### src/rtl/ring_pkg.sv
// rtl/ring_pkg.sv - shared constants and helpers for the one-hot ring counter
package ring_pkg;

  localparam int MAX_N    = 256;
  localparam int HOME_IDX = 0;

  // A 2-stage ring still needs one index bit, where $clog2(2) alone is fine but $clog2(1) is not.
  function automatic int idx_width(input int n);
    return (n <= 2) ? 1 : $clog2(n);
  endfunction

  function automatic logic onehot_valid(input logic [MAX_N-1:0] vec);
    return (vec != '0) && ((vec & (vec - MAX_N'(1))) == '0);
  endfunction

endpackage

### src/rtl/onehot_encoder.sv
// rtl/onehot_encoder.sv - one-hot to binary index encoder built from per-bit OR trees
module onehot_encoder #(
  parameter int N = 16,
  parameter int W = 4
) (
  input  logic [N-1:0] q,
  output logic [W-1:0] c
);

  // Bit k of the index collects every stage whose position has bit k set.
  function automatic logic [N-1:0] bit_mask(input int k);
    logic [N-1:0] m;
    m = '0;
    for (int i = 0; i < N; i++) begin
      m[i] = ((i >> k) & 1) != 0;
    end
    return m;
  endfunction

  generate
    for (genvar k = 0; k < W; k++) begin : g_bit
      localparam logic [N-1:0] MASK = bit_mask(k);
      assign c[k] = |(q & MASK);
    end
  endgenerate

endmodule

### src/rtl/ring_counter_enc.sv
// rtl/ring_counter_enc.sv - one-hot ring counter with load, direction, wrap strobe and self-correction
module ring_counter_enc
  import ring_pkg::*;
#(
  parameter int N = 16,
  parameter int W = idx_width(N)
) (
  input  logic         CLK,
  input  logic         RST,
  input  logic         EN,
  input  logic         DIR,
  input  logic         LOAD,
  input  logic [W-1:0] LOAD_IDX,
  output logic [N-1:0] Q,
  output logic [W-1:0] C,
  output logic         WRAP,
  output logic         ERR
);

  localparam logic [N-1:0] HOME_VEC = N'(1) << HOME_IDX;
  localparam logic [W-1:0] TOP_IDX  = W'(N - 1);
  localparam logic [W-1:0] HOME_C   = W'(HOME_IDX);

  logic [N-1:0] ring_q;
  logic [N-1:0] ring_d;
  logic         wrap_d;
  logic         err_d;
  logic         legal;
  logic         load_ok;

  onehot_encoder #(
    .N(N),
    .W(W)
  ) u_enc (
    .q(ring_q),
    .c(C)
  );

  assign legal   = onehot_valid(MAX_N'(ring_q));
  assign load_ok = ({1'b0, LOAD_IDX} < (W + 1)'(N));

  // C is only trusted for the wrap decision once the ring is known to be one-hot.
  always_comb begin
    ring_d = ring_q;
    wrap_d = 1'b0;
    err_d  = 1'b0;
    if (LOAD) begin
      if (load_ok) begin
        ring_d = N'(1) << LOAD_IDX;
      end else begin
        ring_d = HOME_VEC;
        err_d  = 1'b1;
      end
    end else if (!legal) begin
      ring_d = HOME_VEC;
      err_d  = 1'b1;
    end else if (EN) begin
      if (DIR) begin
        ring_d = {ring_q[0], ring_q[N-1:1]};
        wrap_d = (C == HOME_C);
      end else begin
        ring_d = {ring_q[N-2:0], ring_q[N-1]};
        wrap_d = (C == TOP_IDX);
      end
    end
  end

  always_ff @(posedge CLK or posedge RST) begin
    if (RST) begin
      ring_q <= HOME_VEC;
      WRAP   <= 1'b0;
      ERR    <= 1'b0;
    end else begin
      ring_q <= ring_d;
      WRAP   <= wrap_d;
      ERR    <= err_d;
    end
  end

  assign Q = ring_q;

endmodule

### config.mk
export PLATFORM = sky130hd
export DESIGN_NAME = ring_counter_enc
export DESIGN_NICKNAME = d
export VERILOG_FILES = /design/src/rtl/ring_pkg.sv /design/src/rtl/onehot_encoder.sv /design/src/rtl/ring_counter_enc.sv
export SDC_FILE = /design/constraint.sdc
export NUM_CORES = 1
export LEC_CHECK = 0
export CORE_MARGIN = 2
export CORE_UTILIZATION = 45
export DETAILED_ROUTE_END_ITERATION = 8
export HOLD_SLACK_MARGIN = 0.15
export MAX_ROUTING_LAYER = met4
export PLACE_DENSITY = 0.75
export SLEW_MARGIN = 20
export SYNTH_ARGS = -nofsm -noshare
export SYNTH_HDL_FRONTEND = slang
export SYNTH_SLANG_ARGS = --single-unit
### constraint.sdc
create_clock -name CLK -period 2.8 [get_ports CLK]
set_input_delay 0.42 -clock CLK [delete_from_list [all_inputs] [get_ports CLK]]
set_output_delay 0.42 -clock CLK [all_outputs]
set_load 0.03 [all_outputs]
# == After elaboration in Yosys (flattened, before gate mapping) ==
# Cells that the tools add are included.
# Widths: inputs -> output; s select.
# classes
n_addsub,1
n_eq_ne,2
shifts,1
n_mux,10
n_bitwise,1
n_reduce_logical,8
# op_table
cell,count
$and 16x256->256,1
$logic_not 256->1,1
$mux 16,4
$reduce_or 8->1,4
$sub 16x1->17 const B,1
$reduce_bool 16->1,1
$shl 1x4->16 const A,1
$mux 1,6
$eq 4x4->1 const B,1
$logic_not 4->1,1
$ne 3x3->1 const B,1
$logic_and 1x1->1,1
# word_totals
regBits,18
input_bits,9
wordCells,26

# == Logic depth before layout (Yosys ltp) ==
# Gate-level depths: netlist (run 1).
# logic_depth
depth_word,6
mapped_depth,10

# == Modules after synthesis ==
# From an unflattened synthesis (run 1), not the netlist that was laid out.
# unflattened
hier_cells,187
area_unflattened_um2,1445.1
# modules_own_cells
module,instances,cells_per_inst,area_per_inst_um2,seq_area_each_um2
ring_counter_enc,1,176,1380.1,451.7
onehot_encoder,1,11,65.1,0.0

# == Worst setup path after synthesis (run 1) ==
# No wires, ideal clock.
# synth_timing
path_kind,register to register
from,register ring_q[13] (netlist: Q[13])
to,register ring_q[10] (netlist: Q[10])
setup_time_ps,121
t_arrival_ps,2638
required_time_ps,2679
setup_slack_ps,40
stages_incl_launch_ff,11
cell_sequence,dfrtp_1 > buf_4 > o31a_1 > a2111o_1 > a211o_1 > nand4bb_1 > buf_2 > or3_1 > buf_2 > buf_6 > o22a_1
# synth_via
elab_chain_cells,6
# synth_rtl
item,line,text
start: declaration,ring_counter_enc.sv:24,logic [N-1:0] ring_q;
start signal: assignment,ring_counter_enc.sv:74,ring_q <= ring_d;
$sub 16x1->17,ring_pkg.sv:13,return (vec != '0) && ((vec & (vec - MAX_N'(1))) == '0);
$and 16x256->256,ring_pkg.sv:13,
$logic_not 256->1,ring_pkg.sv:13,
$logic_and 1x1->1 *,ring_pkg.sv:13,
$mux 16,ring_counter_enc.sv:54,end else if (!legal) begin
$mux 16,ring_counter_enc.sv:47,if (LOAD) begin
# Mark *: on every way between the ends. The rest lies on a longest branch, timed or not.
# A chain may end at the register's enable or synchronous reset.

# == Worst setup path in the final report (run 1) ==
# layout_timing
from,register ring_q[2] (netlist: Q[2])
to,register ring_q[8] (netlist: Q[8])
# The elaborated chain is that of the path after synthesis.

==> flow_results.xml, run 1 <==
<?xml version="1.0" encoding="UTF-8"?>
<metrics>
  <group name="synth">
    <metric name="yosys_register_bits" unit="">18</metric>
    <metric name="netlist.area_leader.share" unit="">0.305</metric>
    <metric name="post-synth-top-area-cell" unit="">sky130_fd_sc_hd__dfrtp_1</metric>
    <metric name="synth_top_cells_by_area" unit="">sky130_fd_sc_hd__dfrtp_1 31%, sky130_fd_sc_hd__mux2i_1 11%, sky130_fd_sc_hd__o22a_1 9.4%</metric>
    <metric name="netlist_instances" unit="">155</metric>
    <metric name="synth_seq_area_share" unit="">0.324</metric>
    <metric name="yosysWarningCount" unit="">0</metric>
    <metric name="cell_area_after_technology_mapping" unit="um2">1390</metric>
    <metric name="synth.avg_cell_area" unit="um2">8.99</metric>
    <metric name="netlist-cell-type-count" unit="">38</metric>
    <metric name="net_count_of_the_mapped_netlist" unit="">164</metric>
  </group>
  <group name="setup_path">
    <metric name="critPathCaptureType" unit="">flip-flop</metric>
    <metric name="criticalPathCategory" unit="">reg2reg</metric>
    <metric name="logic_depth_of_the_worst_register_to_register_path" unit="">6</metric>
    <metric name="critical_path_buf_inv_count" unit="">0</metric>
    <metric name="cp.required" unit="ns">3.00</metric>
    <metric name="slowest_delay" unit="ns">0.57</metric>
    <metric name="worstSetupPathDepth" unit="">6</metric>
    <metric name="critical_path_fanout_max" unit="">15</metric>
    <metric name="path_cells" unit="">maj3_1, a2111o_1, a211o_1, nand4bb_1, or3_1, o22a_1</metric>
    <metric name="timing.critical_path.from_type" unit="">flip-flop</metric>
    <metric name="critical_path.top_delay_family" unit="">compound AO/OA/AOI/OAI gates</metric>
    <metric name="crit_path_top_delay_cell" unit="">sky130_fd_sc_hd__or3_1</metric>
    <metric name="worst-endpoint-arrival" unit="ns">2.85</metric>
  </group>
  <group name="routing">
    <metric name="vias" unit="">1418</metric>
    <metric name="route.detailed.vias_per_inst" unit="">6.39</metric>
    <metric name="route.detailed.wl_per_inst" unit="um">17.7</metric>
    <metric name="routed_wirelength" unit="mm">3.94</metric>
    <metric name="drt_iter0_markers" unit="">83</metric>
    <metric name="route.detailed.drc" unit="">0</metric>
    <metric name="detail-route-antenna-nets" unit="">0</metric>
    <metric name="drtPass1Iterations" unit="">4</metric>
  </group>
  <group name="clock_tree">
    <metric name="cts.reportedPaths.clkPinSlew" unit="ns">0.11</metric>
    <metric name="clk_latency" unit="ns">0.30</metric>
    <metric name="cts_hold_repair.buffers" unit="">0</metric>
    <metric name="cts_max_level" unit="">1</metric>
    <metric name="tritoncts" unit="">built</metric>
    <metric name="clock_root_buffer" unit="">sky130_fd_sc_hd__clkbuf_4</metric>
    <metric name="clock_sink_count" unit="">18</metric>
    <metric name="clock_tree.buffer_depth" unit="">2</metric>
    <metric name="cts-buffers-inserted" unit="">3</metric>
  </group>
  <group name="sta">
    <metric name="max_clock_freq" unit="GHz">0.377</metric>
    <metric name="min_hold_slack" unit="ns">0.522</metric>
    <metric name="drv_slew" unit="">0</metric>
    <metric name="setup_viol_count_final" unit="">0</metric>
    <metric name="setup_tns" unit="ns">0</metric>
    <metric name="fin_crit_sh" unit="">0.946</metric>
    <metric name="finalHoldViolCount" unit="">0</metric>
    <metric name="fin_skew" unit="ns">0.00379</metric>
    <metric name="slew_headroom" unit="">0.524</metric>
    <metric name="worstMarginPinSlew" unit="ns">0.713</metric>
    <metric name="rsz_0062_raised_after_global_routing" unit="">no</metric>
    <metric name="fin_crit" unit="ns">2.65</metric>
  </group>
  <group name="die">
    <metric name="chipWidth" unit="um">59.7</metric>
    <metric name="floorplan.die_area" unit="um2">3560</metric>
    <metric name="die_h" unit="um">59.7</metric>
    <metric name="top_level_pins" unit="">31</metric>
    <metric name="placeableCoreArea" unit="um2">3000</metric>
    <metric name="placement_rows" unit="">20</metric>
    <metric name="start_util" unit="">0.464</metric>
  </group>
  <group name="global_route">
    <metric name="pin_count_of_the_biggest_net_entering_global_routing" unit="">19</metric>
    <metric name="gr-usage-all-layers" unit="">0.244</metric>
    <metric name="grt_pass1_wl" unit="mm">6.36</metric>
    <metric name="use_met2" unit="">0.385</metric>
    <metric name="groute.layer.met1.usage" unit="">0.337</metric>
    <metric name="number_of_antenna_violations_at_the_first_check_in_global_routing" unit="">0</metric>
    <metric name="grt_max_usage_layer" unit="">met2</metric>
    <metric name="grtUsageMet3" unit="">0.0238</metric>
    <metric name="first_global_vias" unit="">1298</metric>
    <metric name="grt.overflow.total" unit="">0</metric>
  </group>
  <group name="final_layout">
    <metric name="areaGrowthSynthToFinish" unit="%">30.6</metric>
    <metric name="storage_cell_area" unit="um2">452</metric>
    <metric name="layout-drive-gt1-share" unit="">0.127</metric>
    <metric name="finish.cell_count_without_fillers" unit="">222</metric>
    <metric name="num_antenna_cells" unit="">0</metric>
    <metric name="final_net_count" unit="">199</metric>
    <metric name="final_layout_fill_cell_count" unit="">268</metric>
    <metric name="multiInputGateArea" unit="um2">856</metric>
  </group>
  <group name="placement">
    <metric name="post-dp-hpwl" unit="mm">2.92</metric>
    <metric name="gpl.final_weighted_congestion" unit="">0.951</metric>
    <metric name="portBuffers" unit="">30</metric>
    <metric name="place_inst" unit="">218</metric>
  </group>
  <group name="power">
    <metric name="cellLeakagePower" unit="nW">0.787</metric>
    <metric name="cellPowerDensity" unit="nW/um2">935</metric>
    <metric name="vdd.ir_drop.worst" unit="uV">438</metric>
  </group>
  <group name="status">
    <metric name="outcome" unit="">finished, final reports clean</metric>
  </group>
  <group name="flow_run">
    <metric name="number_of_violations_of_the_max_capacitance_limit" unit="">0</metric>
  </group>
  <group name="worst_hold_path">
    <metric name="holdCritPathClass" unit="">in2async</metric>
  </group>
</metrics>
synth_stat cells:
cell                         n
sky130_fd_sc_hd__o221ai_1    1
sky130_fd_sc_hd__o22a_1     15
sky130_fd_sc_hd__a21oi_1     2
sky130_fd_sc_hd__nor4_2      1
sky130_fd_sc_hd__mux2i_1    16
sky130_fd_sc_hd__and3_1      5
sky130_fd_sc_hd__and2_1      9
sky130_fd_sc_hd__a31oi_1     1
sky130_fd_sc_hd__buf_4       1
sky130_fd_sc_hd__nor2_1      9
sky130_fd_sc_hd__nand4bb_1   1
sky130_fd_sc_hd__clkbuf_1    9
sky130_fd_sc_hd__nand2_1     8
sky130_fd_sc_hd__nor3b_1     1
sky130_fd_sc_hd__nor2b_1     4
sky130_fd_sc_hd__o31ai_1     1
sky130_fd_sc_hd__o31a_1      1
sky130_fd_sc_hd__buf_2       4
sky130_fd_sc_hd__a2111o_1    1
sky130_fd_sc_hd__or3_1       1
sky130_fd_sc_hd__a211o_1     1
sky130_fd_sc_hd__nor4_1      9
sky130_fd_sc_hd__maj3_1      1
sky130_fd_sc_hd__o21ai_0     1
sky130_fd_sc_hd__nor4b_1     1
sky130_fd_sc_hd__nand3b_1    2
sky130_fd_sc_hd__o22ai_1     1
sky130_fd_sc_hd__nor3_1      5
sky130_fd_sc_hd__a32oi_1     1
sky130_fd_sc_hd__a211oi_1   15
sky130_fd_sc_hd__buf_6       2
sky130_fd_sc_hd__o41ai_1     1
sky130_fd_sc_hd__buf_1       1
sky130_fd_sc_hd__inv_1       2
sky130_fd_sc_hd__nand4_1     2
sky130_fd_sc_hd__maj3_2      1
sky130_fd_sc_hd__dfrtp_1    17
sky130_fd_sc_hd__dfstp_2     1
where the power goes:
part	switching [mW]	total [mW]	internal [mW]	leakage, nW
clock network	0.0878	0.167	0.0794	0.0210
logic	0.649	1.13	0.480	0.526
registers	0.0806	0.406	0.326	0.240
total	0.817	1.70	0.885	0.787
final timing paths:
kind                                  start  slack, ns                to
max                        Q[2]$_DFFE_PP0P_       0.15  Q[8]$_DFFE_PP0P_
min                                     RST       0.52     ERR$_DFF_PP0_
max reg2reg                Q[2]$_DFFE_PP0P_       0.15  Q[8]$_DFFE_PP0P_
min reg2reg                Q[4]$_DFFE_PP0P_       0.69  Q[4]$_DFFE_PP0P_
max in group asynchronous               RST       1.83  Q[8]$_DFFE_PP0P_
min in group CLK           Q[4]$_DFFE_PP0P_       0.69  Q[4]$_DFFE_PP0P_
flip-flops by register name, indices dropped and copies added, names as in the netlist:
register / count
ERR: 1
Q: 16
WRAP: 1
cell families after synthesis:
family | synth area share
adders and majority gates | 0.0153
muxes | 0.115
and+or+nand+nor | 0.238
DFF | 0.324
AOI/OAI and AO/OA | 0.240
buffers and inverters | 0.0682
what timing repair did:
action	4_1_cts	5_1_grt
setup endpoints to repair	0	1
resized for setup	0	1
setup buffers	0	0
layout by cell type (no fill, tap or decap), drive strengths merged, types with 2 or more instances in the layout:
master / count
dfrtp: 17
a21oi: 2
nand3b: 2
nor3: 5
a211oi: 15
maj3: 2
nor2: 9
nand4: 2
nor2b: 4
nor4: 10
clkdlybuf4s50: 30
clkbuf: 4
and3: 5
mux2i: 16
inv: 2
nand2: 8
and2: 9
o22a: 15
buf: 17
per-layer routing:
layer	share of wire	vias up
li1	-	670
met1	0.47	692
met2	0.46	51
met3	0.055	5
met4	0.010	0
met5	0	-
stage by stage:
stage,cell area (um2),worst slack [ns],total power [mW],util
global route,1820,0.0611,1.81,0.606
detailed placement,1780,0.215,1.52,0.591
global placement,1780,0.221,1.49,0.591
floorplan,1390,0.0405,1.13,-
CTS,1810,0.195,1.69,0.603
finish,1820,0.150,1.70,0.606
cell type report:
type	count	area share
tap	33	0.0227
sequential	18	0.248
clock buffer	4	0.0199
multi-input combinational	118	0.470
timing repair buffer	47	0.235
inverter	2	0.00412
Note: power is estimated with default switching activity, not from simulation.
==> run 2, diff against run 1 <==
--- a/config.mk
+++ b/config.mk
@@ -8,7 +8,8 @@
 export CORE_MARGIN = 2
-export CORE_UTILIZATION = 45
+export CORE_UTILIZATION = 55
 export DETAILED_ROUTE_END_ITERATION = 8
+export DONT_BUFFER_PORTS = 1
 export HOLD_SLACK_MARGIN = 0.15
 export MAX_ROUTING_LAYER = met4
-export PLACE_DENSITY = 0.75
+export PLACE_DENSITY = 0.73
 export SLEW_MARGIN = 20
==> constraint.sdc (replaced) <==
create_clock -name CLK -period 2.4 [get_ports CLK]
set_input_delay 0.24 -clock CLK [delete_from_list [all_inputs] [get_ports CLK]]
set_output_delay 0.24 -clock CLK [all_outputs]
set_load 0.03 [all_outputs]
==> run 2 against run 1 <==
Effect of this change: the flow now finishes with violations (setup timing); worst hold slack lost 0.36 ns; clock skew grew 0.0033 ns; clock-buffer cell count is the same; global-route usage grew 8.7 points; non-clock buffer count shrank 2; routed wire length grew 14%; utilization grew 14 points; total power grew 23%; sequential power grew 19%; combinational power grew 25%; first-iteration DRC count shrank 3.6%; register-to-register slack lost 0.21 ns; critical path type unchanged; largest power group unchanged.
==> flow_results.xml, run 2 (synthesized netlist as in run 1, its figures left out) <==
<?xml version="1.0" encoding="UTF-8"?>
<metrics>
  <group name="routing">
    <metric name="route.detailed.drc" unit="">0</metric>
    <metric name="vias" unit="">1453</metric>
    <metric name="drtPass1Iterations" unit="">5</metric>
    <metric name="drt_iter0_markers" unit="">80</metric>
    <metric name="detail-route-antenna-nets" unit="">0</metric>
    <metric name="routed_wirelength" unit="mm">4.48</metric>
    <metric name="route.detailed.wl_per_inst" unit="um">20.6</metric>
    <metric name="route.detailed.vias_per_inst" unit="">6.70</metric>
  </group>
  <group name="sta">
    <metric name="min_hold_slack" unit="ns">0.162</metric>
    <metric name="setup_viol_count_final" unit="">15</metric>
    <metric name="worstMarginPinSlew" unit="ns">0.725</metric>
    <metric name="fin_crit" unit="ns">2.46</metric>
    <metric name="rsz_0062_raised_after_global_routing" unit="">yes</metric>
    <metric name="fin_skew" unit="ns">0.00713</metric>
    <metric name="max_clock_freq" unit="GHz">0.407</metric>
    <metric name="drv_slew" unit="">0</metric>
    <metric name="finalHoldViolCount" unit="">0</metric>
    <metric name="fin_crit_sh" unit="">1.02</metric>
    <metric name="slew_headroom" unit="">0.516</metric>
    <metric name="finalWorstSetupSlack" unit="ns">-0.0557</metric>
  </group>
  <group name="power">
    <metric name="cellPowerDensity" unit="nW/um2">1160</metric>
    <metric name="internal-power" unit="mW">1.09</metric>
    <metric name="power.combinational.fraction" unit="">0.675</metric>
    <metric name="clock_share_of_power" unit="">0.094</metric>
    <metric name="power.switching_fraction" unit="">0.480</metric>
    <metric name="vdd.ir_drop.worst" unit="uV">1010</metric>
    <metric name="cellLeakagePower" unit="nW">0.821</metric>
    <metric name="switchingPower" unit="mW">1.01</metric>
    <metric name="power.sequential.fraction" unit="">0.231</metric>
  </group>
  <group name="die">
    <metric name="placeableCoreArea" unit="um2">2430</metric>
    <metric name="start_util" unit="">0.573</metric>
    <metric name="chipWidth" unit="um">54.3</metric>
    <metric name="die_h" unit="um">54.3</metric>
    <metric name="floorplan.die_area" unit="um2">2950</metric>
    <metric name="top_level_pins" unit="">31</metric>
    <metric name="placement_rows" unit="">18</metric>
  </group>
  <group name="final_layout">
    <metric name="layout-drive-gt1-share" unit="">0.305</metric>
    <metric name="areaGrowthSynthToFinish" unit="%">29.6</metric>
    <metric name="final_net_count" unit="">197</metric>
    <metric name="layout_common_cells" unit="">35 x sky130_fd_sc_hd__buf_4, 16 x sky130_fd_sc_hd__mux2i_1, 15 x sky130_fd_sc_hd__a211oi_1, 15 x sky130_fd_sc_hd__o22a_1, 12 x sky130_fd_sc_hd__dfrtp_1</metric>
    <metric name="num_antenna_cells" unit="">0</metric>
    <metric name="finish.cell_count_without_fillers" unit="">217</metric>
    <metric name="layout_commonest_cell" unit="">sky130_fd_sc_hd__buf_4</metric>
    <metric name="largest_reg_flops" unit="">16</metric>
  </group>
  <group name="setup_path">
    <metric name="reg2reg_to" unit="">Q[5]$_DFFE_PP0P_</metric>
    <metric name="criticalPathCategory" unit="">reg2reg</metric>
    <metric name="worst_setup_startpoint" unit="">Q[2]$_DFFE_PP0P_</metric>
    <metric name="cp.required" unit="ns">2.60</metric>
    <metric name="logic_depth_of_the_worst_register_to_register_path" unit="">9</metric>
    <metric name="critPathCaptureType" unit="">flip-flop</metric>
    <metric name="worstReg2RegStart" unit="">Q[2]$_DFFE_PP0P_</metric>
    <metric name="timing.critical_path.from_type" unit="">flip-flop</metric>
    <metric name="path_common_cell" unit="">sky130_fd_sc_hd__buf_6</metric>
    <metric name="worst-r2r-setup-slack" unit="ns">-0.06</metric>
    <metric name="slowest_delay" unit="ns">0.43</metric>
    <metric name="worstSetupPathDepth" unit="">9</metric>
    <metric name="worst-endpoint-arrival" unit="ns">2.65</metric>
    <metric name="path_cells" unit="">buf_6, nor4_2, buf_4, a32oi_2, a211o_1, nand4bb_4, or3_4, buf_6, o22a_1</metric>
    <metric name="critical_path_fanout_max" unit="">7</metric>
    <metric name="critical_path.top_delay_family" unit="">simple AND/OR/NAND/NOR gates</metric>
    <metric name="crit_path_top_delay_cell" unit="">sky130_fd_sc_hd__dfrtp_2</metric>
    <metric name="critical_path_buf_inv_count" unit="">3</metric>
    <metric name="worstSetupEndpoint" unit="">Q[5]$_DFFE_PP0P_</metric>
  </group>
  <group name="global_route">
    <metric name="gr-usage-all-layers" unit="">0.330</metric>
    <metric name="grt_pass1_wl" unit="mm">6.67</metric>
    <metric name="grt.overflow.total" unit="">0</metric>
    <metric name="number_of_antenna_violations_at_the_first_check_in_global_routing" unit="">0</metric>
    <metric name="first_global_vias" unit="">1442</metric>
    <metric name="pin_count_of_the_biggest_net_entering_global_routing" unit="">19</metric>
  </group>
  <group name="placement">
    <metric name="dpl_worst_slack" unit="ns">-0.0720</metric>
    <metric name="place_inst" unit="">202</metric>
    <metric name="post-dp-hpwl" unit="mm">2.93</metric>
    <metric name="portBuffers" unit="">0</metric>
    <metric name="gpl.final_weighted_congestion" unit="">0.882</metric>
  </group>
  <group name="clock_tree">
    <metric name="clock_sink_count" unit="">18</metric>
    <metric name="clk_latency" unit="ns">0.31</metric>
    <metric name="clock_tree.buffer_depth" unit="">2</metric>
    <metric name="cts_max_level" unit="">1</metric>
    <metric name="tritoncts" unit="">built</metric>
    <metric name="cts-buffers-inserted" unit="">3</metric>
    <metric name="clock_root_buffer" unit="">sky130_fd_sc_hd__clkbuf_4</metric>
    <metric name="cts.reportedPaths.clkPinSlew" unit="ns">0.11</metric>
  </group>
  <group name="flow_run">
    <metric name="number_of_violations_of_the_max_capacitance_limit" unit="">0</metric>
  </group>
  <group name="status">
    <metric name="outcome" unit="">complete, but fails checks</metric>
    <metric name="violations_in_the_final_reports" unit="">setup timing</metric>
  </group>
  <group name="worst_hold_path">
    <metric name="holdCritPathClass" unit="">in2reg</metric>
  </group>
</metrics>
==> run 2: per-stage QoR <==
stage | setup TNS [ns] | area [um2] | power (mW) | utilization
2_1_floorplan | -3.88 | 1430 | 1.36 | -
3_3_place_gp | -0.163 | 1610 | 1.70 | 0.663
3_5_place_dp | -0.732 | 1610 | 1.73 | 0.663
4_1_cts | 0 | 1740 | 1.96 | 0.713
5_1_grt | -1.55 | 1810 | 2.20 | 0.743
6_report | -0.596 | 1810 | 2.10 | 0.743
==> run 2: repair_timing <==
item                                   CTS  global route
pin swaps                                3             5
buffers inserted                         2             2
endpoints found under the hold margin   32             1
hold buffers                             6             1
resized for setup                        3             6
setup endpoints to repair               15            15
==> run 2: worst register-to-register path, stage by stage, from the launching register on <==
cell and delay (ns):
sky130_fd_sc_hd__dfrtp_2 0.43, sky130_fd_sc_hd__buf_6 0.12, sky130_fd_sc_hd__nor4_2 0.27, sky130_fd_sc_hd__buf_4 0.19, sky130_fd_sc_hd__a32oi_2 0.10, sky130_fd_sc_hd__a211o_1 0.28, sky130_fd_sc_hd__nand4bb_4 0.21, sky130_fd_sc_hd__or3_4 0.40
sky130_fd_sc_hd__buf_6 0.15, sky130_fd_sc_hd__o22a_1 0.20
==> run 2: worst min-delay path by stage <==
stage / start / to / slack (ns) / cells after the start
after floorplan: RST / ERR$_DFF_PP0_ / 0.18 / 1
after global placement: RST / Q[11]$_DFFE_PP0P_ / 0.27 / 1
after detailed placement: RST / ERR$_DFF_PP0_ / 0.27 / 1
after CTS: LOAD / Q[8]$_DFFE_PP0P_ / 0.15 / 2
after global routing: EN / Q[1]$_DFFE_PP0P_ / 0.16 / 2
final: EN / Q[10]$_DFFE_PP0P_ / 0.16 / 2
==> run 2: power groups by stage <==
stage | Clock [mW] | Combinational [mW] | Sequential [mW]
global placement | 0 | 1.21 | 0.483
detailed placement | 0 | 1.24 | 0.488
floorplan | 0 | 0.761 | 0.597
CTS | 0.198 | 1.29 | 0.477
finish | 0.196 | 1.41 | 0.484
global route | 0.214 | 1.49 | 0.493
==> run 2: metal layers <==
layer | vias to the layer above | share of wire | global-route usage
li1 | 660 | - | -
met1 | 680 | 0.39 | 0.389
met2 | 99 | 0.48 | 0.518
met3 | 14 | 0.10 | 0.0792
met4 | 0 | 0.030 | 0.183
met5 | - | 0 | -
==> run 2: area by class of cell <==
| class | instances | area [um2] |
|---|---|---|
| Fill cell | 176 | 626 |
| Inverter | 2 | 7.51 |
| Tap cell | 30 | 37.5 |
| Sequential cell | 18 | 458 |
| Timing Repair Buffer | 45 | 367 |
| Clock buffer | 4 | 36.3 |
| Multi-Input combinational cell | 118 | 901 |
